==> config.mk <==
export PLATFORM = sky130hd
export DESIGN_NAME = load_store_queue
export DESIGN_NICKNAME = d
export VERILOG_FILES = /design/src/rtl/load_store_queue.sv
export SDC_FILE = /design/constraint.sdc
export NUM_CORES = 1
export LEC_CHECK = 0
export CAP_MARGIN = 10
export CORE_ASPECT_RATIO = 1.2
export CORE_UTILIZATION = 45
export CTS_CLUSTER_DIAMETER = 50
export DETAILED_ROUTE_END_ITERATION = 8
export PLACE_DENSITY = 0.64
export SLEW_MARGIN = 20
export SYNTH_ARGS = -nofsm -noshare
export SYNTH_HDL_FRONTEND = slang
export SYNTH_SLANG_ARGS = --single-unit
==> constraint.sdc <==
create_clock -name clk_i -period 9.6 [get_ports clk_i]
set_input_delay 1.92 -clock clk_i [delete_from_list [all_inputs] [get_ports clk_i]]
set_output_delay 1.92 -clock clk_i [all_outputs]
set_load 0.005 [all_outputs]
==> src/rtl/load_store_queue.sv <==
// load_store_queue: in-order load/store FIFO feeding a single-outstanding data-memory port,
// with byte-lane steering, load sign/zero extension and misalignment faults.
module load_store_queue #(
  parameter int C_XLEN  = 32,
  parameter int C_DEPTH = 4
) (
  input  logic              clk_i,
  input  logic              clk_en_i,
  input  logic              resetb_i,
  input  logic              ex_lq_wr_i,
  input  logic              ex_sq_wr_i,
  input  logic [2:0]        ex_funct3_i,
  input  logic [4:0]        ex_regd_addr_i,
  input  logic [C_XLEN-1:0] ex_regs2_data_i,
  input  logic [C_XLEN-1:0] ex_addr_i,
  output logic              ex_full_o,
  output logic              dmem_req_o,
  input  logic              dmem_gnt_i,
  output logic              dmem_we_o,
  output logic [3:0]        dmem_be_o,
  output logic [C_XLEN-1:0] dmem_addr_o,
  output logic [C_XLEN-1:0] dmem_wdata_o,
  input  logic              dmem_rvalid_i,
  input  logic [C_XLEN-1:0] dmem_rdata_i,
  output logic              wb_regd_wr_o,
  output logic [4:0]        wb_regd_addr_o,
  output logic [C_XLEN-1:0] wb_regd_data_o,
  output logic              exc_misalign_o,
  output logic [C_XLEN-1:0] exc_addr_o
);

  localparam int              C_PW      = $clog2(C_DEPTH);
  localparam logic [C_PW:0]   C_FULL    = (C_PW+1)'(C_DEPTH);
  localparam logic [C_PW:0]   C_CNT_ONE = (C_PW+1)'(1);
  localparam logic [C_PW-1:0] C_PTR_ONE = C_PW'(1);

  typedef enum logic [1:0] {S_IDLE, S_REQ, S_WAIT} state_t;

  state_t            r_state, w_stateNext;
  logic              r_fStore  [C_DEPTH];
  logic [2:0]        r_fFunct3 [C_DEPTH];
  logic [4:0]        r_fRegd   [C_DEPTH];
  logic [C_XLEN-1:0] r_fData   [C_DEPTH];
  logic [C_XLEN-1:0] r_fAddr   [C_DEPTH];
  logic [C_PW-1:0]   r_head, r_tail;
  logic [C_PW:0]     r_count;

  logic              r_we, r_uns, r_wbWr, r_exc;
  logic [3:0]        r_be;
  logic [1:0]        r_off, r_size;
  logic [4:0]        r_regd, r_wbAddr;
  logic [C_XLEN-1:0] r_addr, r_wdata, r_wbData, r_excAddr;

  logic              w_full, w_notEmpty, w_push, w_pop, w_issue, w_fault, w_wbCapture;
  logic              w_hStore, w_hMisaligned;
  logic [2:0]        w_hFunct3;
  logic [4:0]        w_hRegd;
  logic [C_XLEN-1:0] w_hData, w_hAddr, w_hWdata, w_shifted, w_ext;
  logic [3:0]        w_hBe;

  assign w_full     = (r_count == C_FULL);
  assign w_notEmpty = (r_count != '0);
  assign w_push     = clk_en_i & (ex_lq_wr_i | ex_sq_wr_i) & ~w_full;

  assign w_hStore  = r_fStore[r_head];
  assign w_hFunct3 = r_fFunct3[r_head];
  assign w_hRegd   = r_fRegd[r_head];
  assign w_hData   = r_fData[r_head];
  assign w_hAddr   = r_fAddr[r_head];

  // Size 11 is never legal; halfwords and words must sit on their natural boundary.
  always_comb begin
    w_hMisaligned = 1'b0;
    case (w_hFunct3[1:0])
      2'b01:   w_hMisaligned = w_hAddr[0];
      2'b10:   w_hMisaligned = |w_hAddr[1:0];
      2'b11:   w_hMisaligned = 1'b1;
      default: w_hMisaligned = 1'b0;
    endcase
  end

  always_comb begin
    w_hBe    = 4'hF;
    w_hWdata = w_hData;
    case (w_hFunct3[1:0])
      2'b00: begin
        w_hBe    = 4'b0001 << w_hAddr[1:0];
        w_hWdata = {4{w_hData[7:0]}};
      end
      2'b01: begin
        w_hBe    = 4'b0011 << w_hAddr[1:0];
        w_hWdata = {2{w_hData[15:0]}};
      end
      default: begin
        w_hBe    = 4'hF;
        w_hWdata = w_hData;
      end
    endcase
  end

  assign w_shifted = dmem_rdata_i >> {r_off, 3'b000};

  always_comb begin
    w_ext = w_shifted;
    case (r_size)
      2'b00:   w_ext = r_uns ? {{(C_XLEN-8){1'b0}}, w_shifted[7:0]}
                             : {{(C_XLEN-8){w_shifted[7]}}, w_shifted[7:0]};
      2'b01:   w_ext = r_uns ? {{(C_XLEN-16){1'b0}}, w_shifted[15:0]}
                             : {{(C_XLEN-16){w_shifted[15]}}, w_shifted[15:0]};
      default: w_ext = w_shifted;
    endcase
  end

  always_ff @(posedge clk_i or negedge resetb_i) begin
    if (!resetb_i)     r_state <= S_IDLE;
    else if (clk_en_i) r_state <= w_stateNext;
  end

  // The head stays in the FIFO until the memory grants it, so ex_full_o reflects the in-flight entry.
  always_comb begin
    w_stateNext = r_state;
    w_issue     = 1'b0;
    w_fault     = 1'b0;
    w_pop       = 1'b0;
    w_wbCapture = 1'b0;
    case (r_state)
      S_IDLE: if (w_notEmpty) begin
        if (w_hMisaligned) begin
          w_fault = 1'b1;
          w_pop   = 1'b1;
        end else begin
          w_issue     = 1'b1;
          w_stateNext = S_REQ;
        end
      end
      S_REQ: if (dmem_gnt_i) begin
        w_pop       = 1'b1;
        w_stateNext = r_we ? S_IDLE : S_WAIT;
      end
      S_WAIT: if (dmem_rvalid_i) begin
        w_wbCapture = 1'b1;
        w_stateNext = S_IDLE;
      end
      default: w_stateNext = S_IDLE;
    endcase
  end

  always_ff @(posedge clk_i) begin
    if (w_push) begin
      r_fStore[r_tail]  <= ~ex_lq_wr_i;
      r_fFunct3[r_tail] <= ex_funct3_i;
      r_fRegd[r_tail]   <= ex_regd_addr_i;
      r_fData[r_tail]   <= ex_regs2_data_i;
      r_fAddr[r_tail]   <= ex_addr_i;
    end
  end

  always_ff @(posedge clk_i or negedge resetb_i) begin
    if (!resetb_i) begin
      r_head  <= '0;
      r_tail  <= '0;
      r_count <= '0;
    end else if (clk_en_i) begin
      if (w_push) r_tail <= r_tail + C_PTR_ONE;
      if (w_pop)  r_head <= r_head + C_PTR_ONE;
      if (w_push && !w_pop)      r_count <= r_count + C_CNT_ONE;
      else if (!w_push && w_pop) r_count <= r_count - C_CNT_ONE;
    end
  end

  always_ff @(posedge clk_i or negedge resetb_i) begin
    if (!resetb_i) begin
      r_we      <= 1'b0;
      r_be      <= '0;
      r_addr    <= '0;
      r_wdata   <= '0;
      r_off     <= '0;
      r_size    <= '0;
      r_uns     <= 1'b0;
      r_regd    <= '0;
      r_wbWr    <= 1'b0;
      r_wbAddr  <= '0;
      r_wbData  <= '0;
      r_exc     <= 1'b0;
      r_excAddr <= '0;
    end else if (clk_en_i) begin
      r_exc  <= w_fault;
      r_wbWr <= w_wbCapture && (r_regd != '0);
      if (w_fault) r_excAddr <= w_hAddr;
      if (w_issue) begin
        r_we    <= w_hStore;
        r_be    <= w_hBe;
        r_addr  <= {w_hAddr[C_XLEN-1:2], 2'b00};
        r_wdata <= w_hWdata;
        r_off   <= w_hAddr[1:0];
        r_size  <= w_hFunct3[1:0];
        r_uns   <= w_hFunct3[2];
        r_regd  <= w_hRegd;
      end
      if (w_wbCapture) begin
        r_wbAddr <= r_regd;
        r_wbData <= w_ext;
      end
    end
  end

  assign ex_full_o      = w_full;
  assign dmem_req_o     = (r_state == S_REQ);
  assign dmem_we_o      = r_we;
  assign dmem_be_o      = r_be;
  assign dmem_addr_o    = r_addr;
  assign dmem_wdata_o   = r_wdata;
  assign wb_regd_wr_o   = r_wbWr;
  assign wb_regd_addr_o = r_wbAddr;
  assign wb_regd_data_o = r_wbData;
  assign exc_misalign_o = r_exc;
  assign exc_addr_o     = r_excAddr;

endmodule

After elaboration in Yosys (flattened, before gate mapping)
Memories as Yosys holds them, arrays and structs flattened. A register that Yosys moved wholly into a read port is not among the register bits.
Cells that the tools add are included.
- bits of input ports: 111
- memory bits (writable): 292
- latch bits: 0
- memories: 5
- bits in registers: 151
- bits in read-only memories: 0
- multiplexer cells: 26
- bitwise logic cells: 5
- order comparisons: 0
- divide/modulo/power cells: 0
- add/sub/neg operators: 4
- $mul: 0
- eq/ne operators: 11
- shift operators: 3
- reductions and logical operators: 21
- memories (name ; depth ; bits a word ; read ports ; clocked after Yosys merged registers in ; write ports ; line ; text):
    r_fAddr ; 4 ; 32 ; 1 ; 0 ; 1 ; 44 ; logic [C_XLEN-1:0] r_fAddr [C_DEPTH];
    r_fData ; 4 ; 32 ; 1 ; 0 ; 1 ; 43 ; logic [C_XLEN-1:0] r_fData [C_DEPTH];
    r_fRegd ; 4 ; 5 ; 1 ; 1 ; 1 ; 42 ; logic [4:0] r_fRegd [C_DEPTH];
    r_fFunct3 ; 4 ; 3 ; 1 ; 0 ; 1 ; 41 ; logic [2:0] r_fFunct3 [C_DEPTH];
    r_fStore ; 4 ; 1 ; 1 ; 1 ; 1 ; 40 ; logic r_fStore [C_DEPTH];
- operators by type and width (cell ; number):
    $pmux W32 S2 ; 2
    $mux W32 ; 2
    $shr A32 B5 Y32 ; 1
    $reduce_and A2 Y1 ; 6
    $mux W1 ; 11
    $mux W2 ; 5
    $pmux W4 S2 ; 1
    $eq A2 B1 Y1 const B ; 3
    $eq A2 B2 Y1 const B ; 3
    $logic_not A2 Y1 ; 3
    $mux W3 ; 2
    $ne A2 B2 Y1 const B ; 3
    $pmux W2 S3 ; 1
    $reduce_and A5 Y1 ; 1
    $reduce_bool A5 Y1 ; 1
    $add A2 B1 Y2 const B ; 2
    $logic_not A1 Y1 ; 4
    $shl A1 B2 Y4 const A ; 1
    $shl A2 B2 Y4 const A ; 1
    $add A3 B1 Y3 const B ; 1
    $eq A3 B3 Y1 const B ; 1
    $logic_and A1 B1 Y1 ; 3
    $pmux W1 S3 ; 1
    $reduce_bool A3 Y1 ; 1
    other kinds (8) ; 10

Longest topological paths before layout
Gate-level depths: netlist (run 1).
An unclocked memory read counts as a cell.
- depth after elaboration: 10
- gate-level depth with buffers: 11
- mapped depth without buffers: 9

Least setup slack after synthesis (run 1)
OpenSTA, ideal clock, no wires.
- kind: input port to flip-flop
- from: input ex_sq_wr_i
- to: memory r_fAddr[0][0], enable pin
- setup slack: 5114 ps
- cell stages on the path: 3
- arrival time: 4047 ps
- cells stage by stage: o21ai_0 -> nor2_1 -> and2_1
- word-level cells in the longest chain between the ends: 5
- RTL lines (what ; line ; text):
    from (decl) ; 11 ; input logic ex_sq_wr_i,
    $or A1 B1 Y1 ; 63 ; assign w_push = clk_en_i & (ex_lq_wr_i | ex_sq_wr_i) & ~w_full;
    $and A1 B1 Y1 (2 in series) ; 63 ;
    $mux W1 ; 149 ; if (w_push) begin
    $mux W1 (not written as such) ; 154 ; r_fAddr[r_tail] <= ex_addr_i;
    to (decl) ; 44 ;
Every way passes these cells.

Final worst setup path (run 1)
- from: register r_head[0]
- to: register r_wdata[4] (netlist: dmem_wdata_o[4])
- word-level cells in the longest chain between the ends: 7
- elaborated cells on any way between the ends: 13
- classes of those cells: 3 x eq/ne; 5 x mux; 2 x reduce/logical; 3 x memory
- RTL lines (what ; line ; text):
    from (decl) ; 45 ; logic [C_PW-1:0] r_head, r_tail;
    from (signal assigned) ; 165 ; if (w_pop) r_head <= r_head + C_PTR_ONE;
    $mem_v2 Z4 W3 / $mem_v2 Z4 W32 (equally long branches) ; -- ;
    $eq A2 B2 Y1, or another cell as far along ; 74 ; case (w_hFunct3[1:0])
    $pmux W1 S3 ; 74 ;
    $mux W1 ; 128 ; if (w_hMisaligned) begin
    $mux W1 ; 127 ; S_IDLE: if (w_notEmpty) begin
    $mux W1 ; 126 ; case (r_state)
    $reduce_and A2 Y1 (no source line) ; -- ;
    to (signal assigned) ; 194 ; r_wdata <= w_hWdata;
    to (decl) ; 52 ; logic [C_XLEN-1:0] r_addr, r_wdata, r_wbData, r_excAddr;
Parallel ways exist; a longest one is shown, timed or not.
A chain may end at the register's enable or synchronous reset.

==> metrics.md, run 1 <==
| Metric | Value |
|---|---|
| Final Hold Viols | `0` |
| Worst IR Drop VDD | `about 0.18 mV` |
| FFs w/ async S/R, synth | `between 30% and 40%` |
| Switching Share | `29.9%` |
| Startpoint Class | `flip-flop` |
| P_sw | `2120 uW` |
| Critical path endpoint category | `flip-flop` |
| Clock sinks | `449` |
| # DRC | `0` |
| Max Cap Viol | `0` |
| DIE AREA | `39600 sq um` |
| RSZ-0062 raised after global routing | `false` |
| CP Buf/Inv Count | `3` |
| Post-DRT Antenna Nets | `0` |
| H-tree depth | `2` |
| Crit path kind | `reg -> reg` |
| Cts repair resizes | `0` |
| Row count | `78` |
| HP Class | `reg -> reg` |
| Req. time, crit path | `between 10 and 15 ns` |
| Dominant cells by area after synthesis | `edfxtp_1 50%, dfrtp_1 22%, mux4_2 9.4%` |
| Final period util | `between 40% and 50%` |
| Crit-path max FO | `between 60 and 70` |
| First-pass GRT wire length | `approximately 60000 microns` |
| Core area | `around 38000 sq um` |
| Largest net degree at the start of global routing | `94` |
| Hold Buf Count CTS | `0` |
| TritonCTS clock tree | `yes` |
| Max incr delay on CP | `a little over 0.9 ns` |
| P_leak | `between 0.007 and 0.008 uW` |
| Register area share after synthesis | `72.7%` |
| Seq pwr share | `roughly 41%` |
| Least-Margin Pin Slew | `approximately 0.96 ns` |
| Clock power share | `between 20% and 30%` |
| TritonCTS buffer count | `between 40 and 50` |
| CP cell instances | `buf_4 > mux4_2 > a21oi_2 > o21ai_4 > buf_4 > buf_4 > mux2_1` |
| Post-Layout Inst Area | `21900 sq um` |
| Final worst slack | `around 5 ns` |
| Most frequent CP cell | `buf_4` |
| Layout cell share with drive strength beyond 1 | `~16%` |
| Pwr/cell area | `around 320 nW/um^2` |
| Detailed-route via count | `9323` |
| Slew Viols, Final | `0` |
| Die span in y | `218 microns` |
| Crit-path slowest cell | `mux4_2` |
| Filler cell count | `between 2k and 3k` |
| Setup Viol. Count Final | `0` |
| Vias/cell | `approximately 5.3` |
| Yosys warns | `0` |
| Post-synth top area share | `between 50% and 60%` |
| Int Pwr | `between 4000 and 5000 uW` |
| Cells after Synth | `between 900 and 1k` |
| DP Wirelength | `between 20000 and 30000 microns` |
| Worst skew pair latency | `between 0.5 and 0.6 ns` |
| Setup bufs post-CTS | `0` |
| Initial detailed-routing violation count | `between 400 and 500` |
| Initial antenna violation count | `2` |
| Post-synthesis register bit count | `449` |
| Io pins | `253` |
| Vias in the first global route | `9893` |
| Syn_area_per_cell | `17.9 sq um` |
| Status | `finished clean` |
| Setup_tns | `0 ns` |
| Reg clk slew, reported paths | `approximately 0.06 ns` |
| Final WL | `~38000 microns` |
| Layout area overhead | `25.6%` |
| Starting density of the core | `between 40 and 50%` |
| Post-synth top cells | `292 x edfxtp_1, 157 x dfrtp_1, 88 x nand2_1` |
| F_max | `between 200 and 250 MHz` |
| Fin crit period | `between 4 and 5 ns` |
| Pre-antenna DRT Iters | `5` |
| DP Area | `around 20000 sq um` |
| RD Place Congestion | `about 0.86` |
| Die width | `182 microns` |
| Pre-CTS setup slack | `about 4.7 ns` |
| Most used DFF post-synth | `edfxtp_1` |
| Slew margin rel. | `36.2%` |
| Gr ovfl total | `0` |
| Setup Skew | `0.0138 ns` |
| Cell Area, Synth | `around 17000 sq um` |
| Post-synth top area cell | `edfxtp_1` |
| Final Net Count | `between 1k and 1.5k` |
| Tot GR Track Use | `between 15 and 20%` |
| Most common cell in the netlist | `edfxtp_1` |
| Post-synth EDFFs | `just under 300` |
| Logic pwr share | `between 30% and 40%` |
| Crit path arrival time | `between 5 and 6 ns` |
| Family with the most delay on the worst path | `buffers and inverters` |
| PortBufs | `250` |
| DR WL/cell | `between 20 and 25 microns` |
| Max clock buf depth | `3` |
| Clock root cell | `clkbuf_16` |
| Post-synth cell types | `45` |
## metal layers
metal  vias up  global-route usage, %  wire [microns]
met2       227                   35.6           20400
met3        55                   3.67            1820
li1       4259                      -               -
met5         -                      0              12
met4         2                   6.05             857
met1      4780                   23.7           15100
## placed cells by master, fill, tap and decap left out, drive strengths merged, types with 12 or more instances in the layout
master and n:
edfxtp 292, nand2 88, mux4 73, o21ai 41, mux2 84, clkbuf 73
nor2 37, and2 12, buf 14, dfrtp 157, o22a 16, clkdlybuf4s50 249
a21oi 24, mux2i 41
## power by group through the flow
stage	Combinational, uW	Sequential [uW]	Clock (uW)
after global placement	2440	2940	0
after detailed placement	2460	2960	0
final	2410	2910	1760
after global routing	2610	2980	1870
after CTS	2470	2930	1790
after floorplan	1420	2870	0
## cells by family (layout without fill, tap and decap cells)
kind of cell | count (synthesis) | in the layout | share of synthesized area, %
DFF | 449 | 449 | 72.7
muxes | 198 | 198 | 17.2
and+or+nand+nor | 161 | 161 | 4.07
AOI/OAI and AO/OA | 97 | 97 | 3.49
buffers and inverters | 57 | 353 | 1.76
xor gates and xnor gates | 7 | 7 | 0.351
adders and majority gates | 6 | 6 | 0.473
other | 1 | 3 | 0.0215
## area by class of cell
cell class,instances,area (sq um),area share (%)
inverters,5,18.8,0.0855
clock buffers,73,1380,6.30
clock inverters,12,133,0.605
diodes,1,2.50,0.0114
flip-flops and latches,449,12700,57.9
well taps,480,601,2.74
repair buffers,263,2600,11.9
multi-input cells,471,4500,20.5
## through the flow
stage | std cells | power, uW | hold slack, ns | util [%]
after floorplan | 977 | 4290 | 0.448 | -
after global placement | 1668 | 5380 | 0.459 | 53.6
after detailed placement | 1668 | 5420 | 0.469 | 53.7
after CTS | 1753 | 7190 | 0.482 | 57.6
after global routing | 1754 | 7460 | 0.503 | 57.6
final | 1754 | 7080 | 0.478 | 57.6
## worst paths after layout
path	end	slack, ns	from	cells after the start
max in group asynchronous	dmem_addr_o[21]$_DFFE_PN0P_	6.65	resetb_i	2
hold / removal	wb_regd_data_o[7]$_DFFE_PN0P_	0.48	wb_regd_data_o[7]$_DFFE_PN0P_	2
hold reg to reg	wb_regd_data_o[7]$_DFFE_PN0P_	0.48	wb_regd_data_o[7]$_DFFE_PN0P_	2
min in group asynchronous	wb_regd_data_o[12]$_DFFE_PN0P_	1.47	resetb_i	1
setup reg to reg	dmem_wdata_o[4]$_DFFE_PN0P_	4.99	r_head[0]$_DFFE_PN0P_	7
setup / recovery	dmem_wdata_o[4]$_DFFE_PN0P_	4.99	r_head[0]$_DFFE_PN0P_	7
## sequential cells by signal (all words and copies together) (netlist names)
| name | flops |
|---|---|
| dmem_wdata_o | 32 |
| r_fData | 128 |
| wb_regd_data_o | 32 |
| wb_regd_wr_o | 1 |
| exc_misalign_o | 1 |
| r_fRegd | 20 |
| wb_regd_addr_o | 5 |
| r_regd | 5 |
| r_size | 2 |
| r_fAddr | 128 |
| dmem_addr_o | 30 |
| r_off | 2 |
| dmem_be_o | 4 |
| r_fStore | 4 |
| r_count | 3 |
| r_fFunct3 | 12 |
| r_tail | 2 |
| r_head | 2 |
| exc_addr_o | 32 |
| dmem_we_o | 1 |
| r_state | 2 |
| r_uns | 1 |
## tightest hold or removal path: cells and delay by family, from the launching register on
kind / cells / cell delay [ns]
flip-flops: 1 / 0.34
AO/OA/AOI/OAI: 1 / 0.06
AND/OR/NAND/NOR: 1 / 0.05
Note: power is estimated with default switching activity, not from simulation.
==> run 2, diff against run 1 <==
==> constraint.sdc (replaced) <==
create_clock -name clk_i -period 4.64 [get_ports clk_i]
set_input_delay 0.928 -clock clk_i [delete_from_list [all_inputs] [get_ports clk_i]]
set_output_delay 0.928 -clock clk_i [all_outputs]
set_load 0.005 [all_outputs]
==> run 2 against run 1 <==
Die area stayed put; count of clock-buffer cells in the layout is 12 lower; sequential power is 110% higher; sequential share of layout area is 0.43 points lower.
==> metrics.md, run 2 (same netlist as run 1, synthesis figures left out) <==
| Metric | Value |
|---|---|
| Io pins | `253 (unchanged)` |
| Initial detailed-routing violation count | `476 (was 426)` |
| Layout cell share with drive strength beyond 1 | `16.6% (was 15.8%)` |
| F_max | `302 MHz (was 217 MHz)` |
| Core area | `38100 sq um (unchanged)` |
| Status | `finished clean (unchanged)` |
| Placed Cells | `1677 (was 1668)` |
| TritonCTS clock tree | `yes (unchanged)` |
| Final period util | `71.5% (was 48.0%)` |
| Hold slack | `0.400 ns (was 0.478 ns)` |
| Slew margin rel. | `50.3% (was 36.2%)` |
| Row count | `78 (unchanged)` |
| Crit-path max FO | `46 (was 63)` |
| Worst IR Drop VDD | `0.510 mV (was 0.183 mV)` |
| Initial antenna violation count | `2 (unchanged)` |
| Most common cell after layout, fill and taps aside | `edfxtp_1 (unchanged)` |
| Critical path endpoint category | `flip-flop (unchanged)` |
| DP Area | `20500 sq um (was 20400 sq um)` |
| Layout area overhead | `26.5% (was 25.6%)` |
| Hold Buf Count CTS | `0 (unchanged)` |
| Setup_tns | `0 ns (unchanged)` |
| H-tree depth | `2 (unchanged)` |
| Max Cap Viol | `0 (unchanged)` |
| Layout Cells excl Fill | `1763 (was 1754)` |
| Final WL | `38300 microns (was 38200 microns)` |
| DP Wirelength | `25400 microns (was 25200 microns)` |
| Die width | `182 microns (unchanged)` |
| Fin crit period | `3.32 ns (was 4.61 ns)` |
| RD Place Congestion | `0.812 (was 0.858)` |
| HP Class | `in -> async (was reg -> reg)` |
| Most frequent cells in the layout | `292 x edfxtp_1, 249 x clkdlybuf4s50_1, 155 x dfrtp_1, 88 x nand2_1, 73 x mux4_2 (unchanged)` |
| FF/Latch Area | `12700 sq um (unchanged)` |
| Setup Viol. Count Final | `0 (unchanged)` |
| Setup bufs post-CTS | `0 (unchanged)` |
| DIE AREA | `39600 sq um (unchanged)` |
| Tot GR Track Use | `19.9% (was 19.6%)` |
| Setup Skew | `0.0216 ns (was 0.0138 ns)` |
| Pre-antenna DRT Iters | `4 (was 5)` |
| Slew Viols, Final | `0 (unchanged)` |
| P_leak | `0.00808 uW (was 0.00800 uW)` |
| Final Net Count | `1363 (was 1353)` |
| # DRC | `0 (unchanged)` |
| Vias/cell | `5.32 (about the same)` |
| Cts repair resizes | `0 (unchanged)` |
| Vias in the first global route | `9969 (was 9893)` |
| Startpoint Class | `flip-flop (unchanged)` |
| Crit path arrival time | `3.75 ns (was 5.03 ns)` |
| TritonCTS buffer count | `47 (was 46)` |
| Filler cell count | `2920 (was 2963)` |
| Least-Margin Pin Slew | `0.745 ns (was 0.958 ns)` |
| DR WL/cell | `21.7 microns (was 21.8 microns)` |
| Starting density of the core | `45.9% (unchanged)` |
| Worst skew pair latency | `0.56 ns (was 0.55 ns)` |
| Gr ovfl total | `0 (unchanged)` |
| Crit path kind | `reg -> reg (unchanged)` |
| PortBufs | `250 (unchanged)` |
| Pwr/cell area | `670 nW/um^2 (was 323 nW/um^2)` |
| Clock root cell | `clkbuf_16 (unchanged)` |
| First-pass GRT wire length | `59300 microns (was 58300 microns)` |
| Max clock buf depth | `3 (unchanged)` |
| Final Hold Viols | `0 (unchanged)` |
| Top Registers | `r_fAddr x128, r_fData x128 (unchanged)` |
| Largest net degree at the start of global routing | `88 (was 94)` |
| Area occupied by multi-input gates | `4490 sq um (was 4500 sq um)` |
| Die span in y | `218 microns (unchanged)` |
| Detailed-route via count | `9385 (was 9323)` |
| RSZ-0062 raised after global routing | `false (unchanged)` |
| Diodes inserted | `0 (was 1)` |
| Post-DRT Antenna Nets | `0 (unchanged)` |
| Post-Layout Inst Area | `22100 sq um (was 21900 sq um)` |
| Clock sinks | `449 (unchanged)` |
| Reg clk slew, reported paths | `0.06 ns (about the same)` |
| Req. time, crit path | `5.07 ns (was 10.02 ns)` |
==> run 2: power breakdown <==
group | leakage, uW | internal (uW) | switching [uW] | total, uW
clock | 0.000755 | 2220 | 1530 | 3750
sequential | 0.00456 | 5410 | 624 | 6030
combinational | 0.00277 | 2730 | 2280 | 5020
==> run 2: stage by stage <==
step / total power (uW) / setup slack, ns / utilization, %
2_1_floorplan: 8870 / 1.15 / -
3_3_place_gp: 11200 / 1.03 / 54.0
5_1_grt: 15600 / 1.15 / 58.1
4_1_cts: 15000 / 1.29 / 58.1
3_5_place_dp: 11200 / 0.975 / 54.0
6_report: 14800 / 1.32 / 58.1
==> run 2: path summary, 6_finish.rpt <==
kind	depth (start not counted)	startpoint	end	slack (ns)
max in group asynchronous	2	resetb_i	dmem_addr_o[21]$_DFFE_PN0P_	3.27
min in group clk_i	2	wb_regd_data_o[0]$_DFFE_PN0P_	wb_regd_data_o[0]$_DFFE_PN0P_	0.48
worst min register to register	2	wb_regd_data_o[0]$_DFFE_PN0P_	wb_regd_data_o[0]$_DFFE_PN0P_	0.48
worst max register to register	9	r_head[1]$_DFFE_PN0P_	r_count[2]$_DFFE_PN0P_	1.32
worst min-delay path	1	resetb_i	wb_regd_data_o[14]$_DFFE_PN0P_	0.40
worst max-delay path	9	r_head[1]$_DFFE_PN0P_	r_count[2]$_DFFE_PN0P_	1.32
==> run 2: layout make-up <==
type,instances,area share [%]
Clock inverter,25,1.35
Timing Repair Buffer,272,12.4
Multi-Input combinational cell,471,20.3
Sequential cell,449,57.5
Tap cell,480,2.72
Clock buffer,61,5.70
Inverter,5,0.0849
==> run 2: routing by layer <==
metal	routed length [microns]	vias to the layer above	track usage, %
met4	781	4	6.02
met3	1950	57	4.06
li1	-	4271	-
met1	15700	4804	25.0
met2	19800	249	34.7
met5	26	-	0
==> run 2: worst max-delay path, stage by stage, from the launching register on <==
cell,delay (ns)
dfrtp_4,0.89
mux4_2,0.66
nor3_4,0.41
o31a_1,0.23
ha_1,0.19
inv_1,0.06
fa_1,0.38
xnor2_1,0.16
nand2_1,0.08
xnor2_1,0.13
==> run 3, diff against run 2 <==
--- a/config.mk
+++ b/config.mk
@@ -10,7 +10,7 @@
 export CORE_UTILIZATION = 45
 export CTS_CLUSTER_DIAMETER = 50
 export DETAILED_ROUTE_END_ITERATION = 8
-export PLACE_DENSITY = 0.64
+export PLACE_DENSITY = 0.67
 export SLEW_MARGIN = 20
 export SYNTH_ARGS = -nofsm -noshare
 export SYNTH_HDL_FRONTEND = slang
==> constraint.sdc (replaced) <==
create_clock -name clk_i -period 2.7 [get_ports clk_i]
set_input_delay 0.54 -clock clk_i [delete_from_list [all_inputs] [get_ports clk_i]]
set_output_delay 0.54 -clock clk_i [all_outputs]
set_load 0.005 [all_outputs]
==> run 3 against run 2 <==
Core utilization increased by 0.74 points; clock power grew 71%; flip-flop and latch count stayed put; clock skew shrank 0.012 ns.
==> metrics.md, run 3 (same netlist as run 1, synthesis figures left out) <==
| Metric | Value |
|---|---|
| Gr ovfl total | `0 (unchanged)` |
| CP cell instances | `mux4_2 > nor3_4 > o31a_1 > ha_1 > inv_1 > fa_1 > xnor2_1 > nand2_1 > xnor2_1 (unchanged)` |
| Pre-antenna DRT Iters | `4 (unchanged)` |
| Vias in the first global route | `10.1k (was 9969)` |
| Startpoint Class | `flip-flop (unchanged)` |
| Hold slack | `0.477 ns (was 0.400 ns)` |
| Total power | `25700 uW (was 14800 uW)` |
| Fin crit period | `2.54 ns (was 3.32 ns)` |
| Most common cell after layout, fill and taps aside | `edfxtp_1 (unchanged)` |
| Post-DRT Antenna Nets | `0 (unchanged)` |
| Clock sinks | `449 (unchanged)` |
| Starting density of the core | `45.9% (unchanged)` |
| Least-Margin Pin Slew | `0.803 ns (was 0.745 ns)` |
| # DRC | `0 (unchanged)` |
| Crit-path slowest cell | `mux4_2 (was dfrtp_4)` |
| Pwr/cell area | `1150 nW/um^2 (was 670 nW/um^2)` |
| Slew Viols, Final | `0 (unchanged)` |
| First-pass GRT wire length | `59100 microns (was 59300 microns)` |
| Setup Viol. Count Final | `0 (unchanged)` |
| Vias/cell | `5.32 (about the same)` |
| F_max | `394 MHz (was 302 MHz)` |
| Worst skew pair latency | `0.54 ns (was 0.56 ns)` |
| RD Place Congestion | `0.831 (was 0.812)` |
| RSZ-0062 raised after global routing | `false (unchanged)` |
| Final period util | `94.1% (was 71.5%)` |
| Detailed-route via count | `9509 (was 9385)` |
| Crit-path max FO | `5 (was 46)` |
| Critical path endpoint category | `flip-flop (unchanged)` |
| Top Registers | `r_fAddr x128, r_fData x128 (unchanged)` |
| Die span in y | `218 microns (unchanged)` |
| DR WL/cell | `21.4 microns (was 21.7 microns)` |
| FF/Latch Area | `12700 sq um (unchanged)` |
| Crit path kind | `reg -> reg (unchanged)` |
| Initial antenna violation count | `4 (was 2)` |
| Crit path arrival time | `2.97 ns (was 3.75 ns)` |
| Io pins | `253 (unchanged)` |
| TritonCTS buffer count | `45 (was 47)` |
| P_leak | `0.00823 uW (was 0.00808 uW)` |
| Setup_tns | `0 ns (unchanged)` |
| Clock root cell | `clkbuf_16 (unchanged)` |
| Slew margin rel. | `46.5% (was 50.3%)` |
| Final WL | `38300 microns (about the same)` |
| Status | `finished clean (unchanged)` |
| DP Wirelength | `25100 microns (was 25400 microns)` |
| CP Buf/Inv Count | `1 (unchanged)` |
| DIE AREA | `39600 sq um (unchanged)` |
| Core area | `38100 sq um (unchanged)` |
| Req. time, crit path | `3.13 ns (was 5.07 ns)` |
| Setup Skew | `0.00968 ns (was 0.0216 ns)` |
| TritonCTS clock tree | `yes (unchanged)` |
| Most frequent cells in the layout | `292 x edfxtp_1, 249 x clkdlybuf4s50_1, 155 x dfrtp_1, 88 x nand2_1, 73 x mux4_2 (unchanged)` |
| Max incr delay on CP | `0.61 ns (was 0.89 ns)` |
| Layout area overhead | `28.1% (was 26.5%)` |
| Reg clk slew, reported paths | `0.06 ns (about the same)` |
| Layout cell share with drive strength beyond 1 | `17.9% (was 16.6%)` |
| Die width | `182 microns (unchanged)` |
| Most frequent CP cell | `xnor2_1 (unchanged)` |
| Max Cap Viol | `0 (unchanged)` |
| Filler cell count | `2888 (was 2920)` |
| Tot GR Track Use | `19.8% (was 19.9%)` |
| Initial detailed-routing violation count | `463 (was 476)` |
| Area occupied by multi-input gates | `4490 sq um (unchanged)` |
| PortBufs | `250 (unchanged)` |
| Largest net degree at the start of global routing | `55 (was 88)` |
| Row count | `78 (unchanged)` |
| Layout Cells excl Fill | `1786 (was 1763)` |
| Final Hold Viols | `0 (unchanged)` |
| Max clock buf depth | `3 (unchanged)` |
| Family with the most delay on the worst path | `multiplexers (was flip-flops)` |
| H-tree depth | `2 (unchanged)` |
| Worst IR Drop VDD | `0.710 mV (was 0.510 mV)` |
| Placed Cells | `1697 (was 1677)` |
| Final Net Count | `1385 (was 1363)` |
| HP Class | `reg -> reg (was in -> async)` |
## run 3: changes by cell type in the layout (fill, tap and decap cells not counted), sizes merged, moves of 2 or more
cell and change:
buf +23, clkinv -2, diode +2, inv -2
## run 3: metal layers
layer  vias to the layer above  GRT usage (%)  part of all wire [%]
met2                       246           35.4                    52
met1                      4882           24.4                    41
met5                         -              0                 0.057
met4                         4           5.94                   1.9
met3                        48           3.61                   4.8
li1                       4329              -                     -
## run 3: stage by stage
step	setup WS [ns]	instance area, sq um	utilization (%)
3_3_place_gp	0.112	20800	54.6
6_report	0.159	22400	58.8
3_5_place_dp	0.0780	20800	54.6
5_1_grt	0.0124	22400	58.8
2_1_floorplan	0.0446	17500	-
4_1_cts	0.0757	22300	58.7
## run 3: power by group
group	internal, uW	total, uW	switching, uW
Clock	3880	6410	2530
Sequential	9290	10200	905
Combinational	4980	9120	4140
## run 3: path summary, 6_finish.rpt
check | to | slack, ns | depth (start not counted) | startpoint
worst max-delay path | r_count[2]$_DFFE_PN0P_ | 0.16 | 9 | r_head[0]$_DFFE_PN0P_
worst min-delay path | exc_misalign_o$_DFFE_PN0P_ | 0.48 | 1 | exc_misalign_o$_DFFE_PN0P_
worst max register to register | r_count[2]$_DFFE_PN0P_ | 0.16 | 9 | r_head[0]$_DFFE_PN0P_
worst min register to register | exc_misalign_o$_DFFE_PN0P_ | 0.48 | 1 | exc_misalign_o$_DFFE_PN0P_
max in group asynchronous | wb_regd_data_o[15]$_DFFE_PN0P_ | 1.31 | 3 | resetb_i
min in group asynchronous | exc_addr_o[10]$_DFFE_PN0P_ | 0.55 | 2 | resetb_i
## run 3: timing repair
action | CTS | global route
endpoints found under the setup margin | 0 | 1
resized for setup | 0 | 0
endpoints found under the hold margin | 36 | 0
setup buffers | 0 | 3
hold buffers | 1 | 0
## run 3: layout make-up
type / instances / share of cell area [%]
Tap cell: 480 / 2.68
Timing Repair Buffer: 296 / 13.5
Clock inverter: 21 / 1.19
Multi-Input combinational cell: 471 / 20.1
Clock buffer: 62 / 5.69
Inverter: 5 / 0.0839
Antenna cell: 2 / 0.0224
Sequential cell: 449 / 56.8
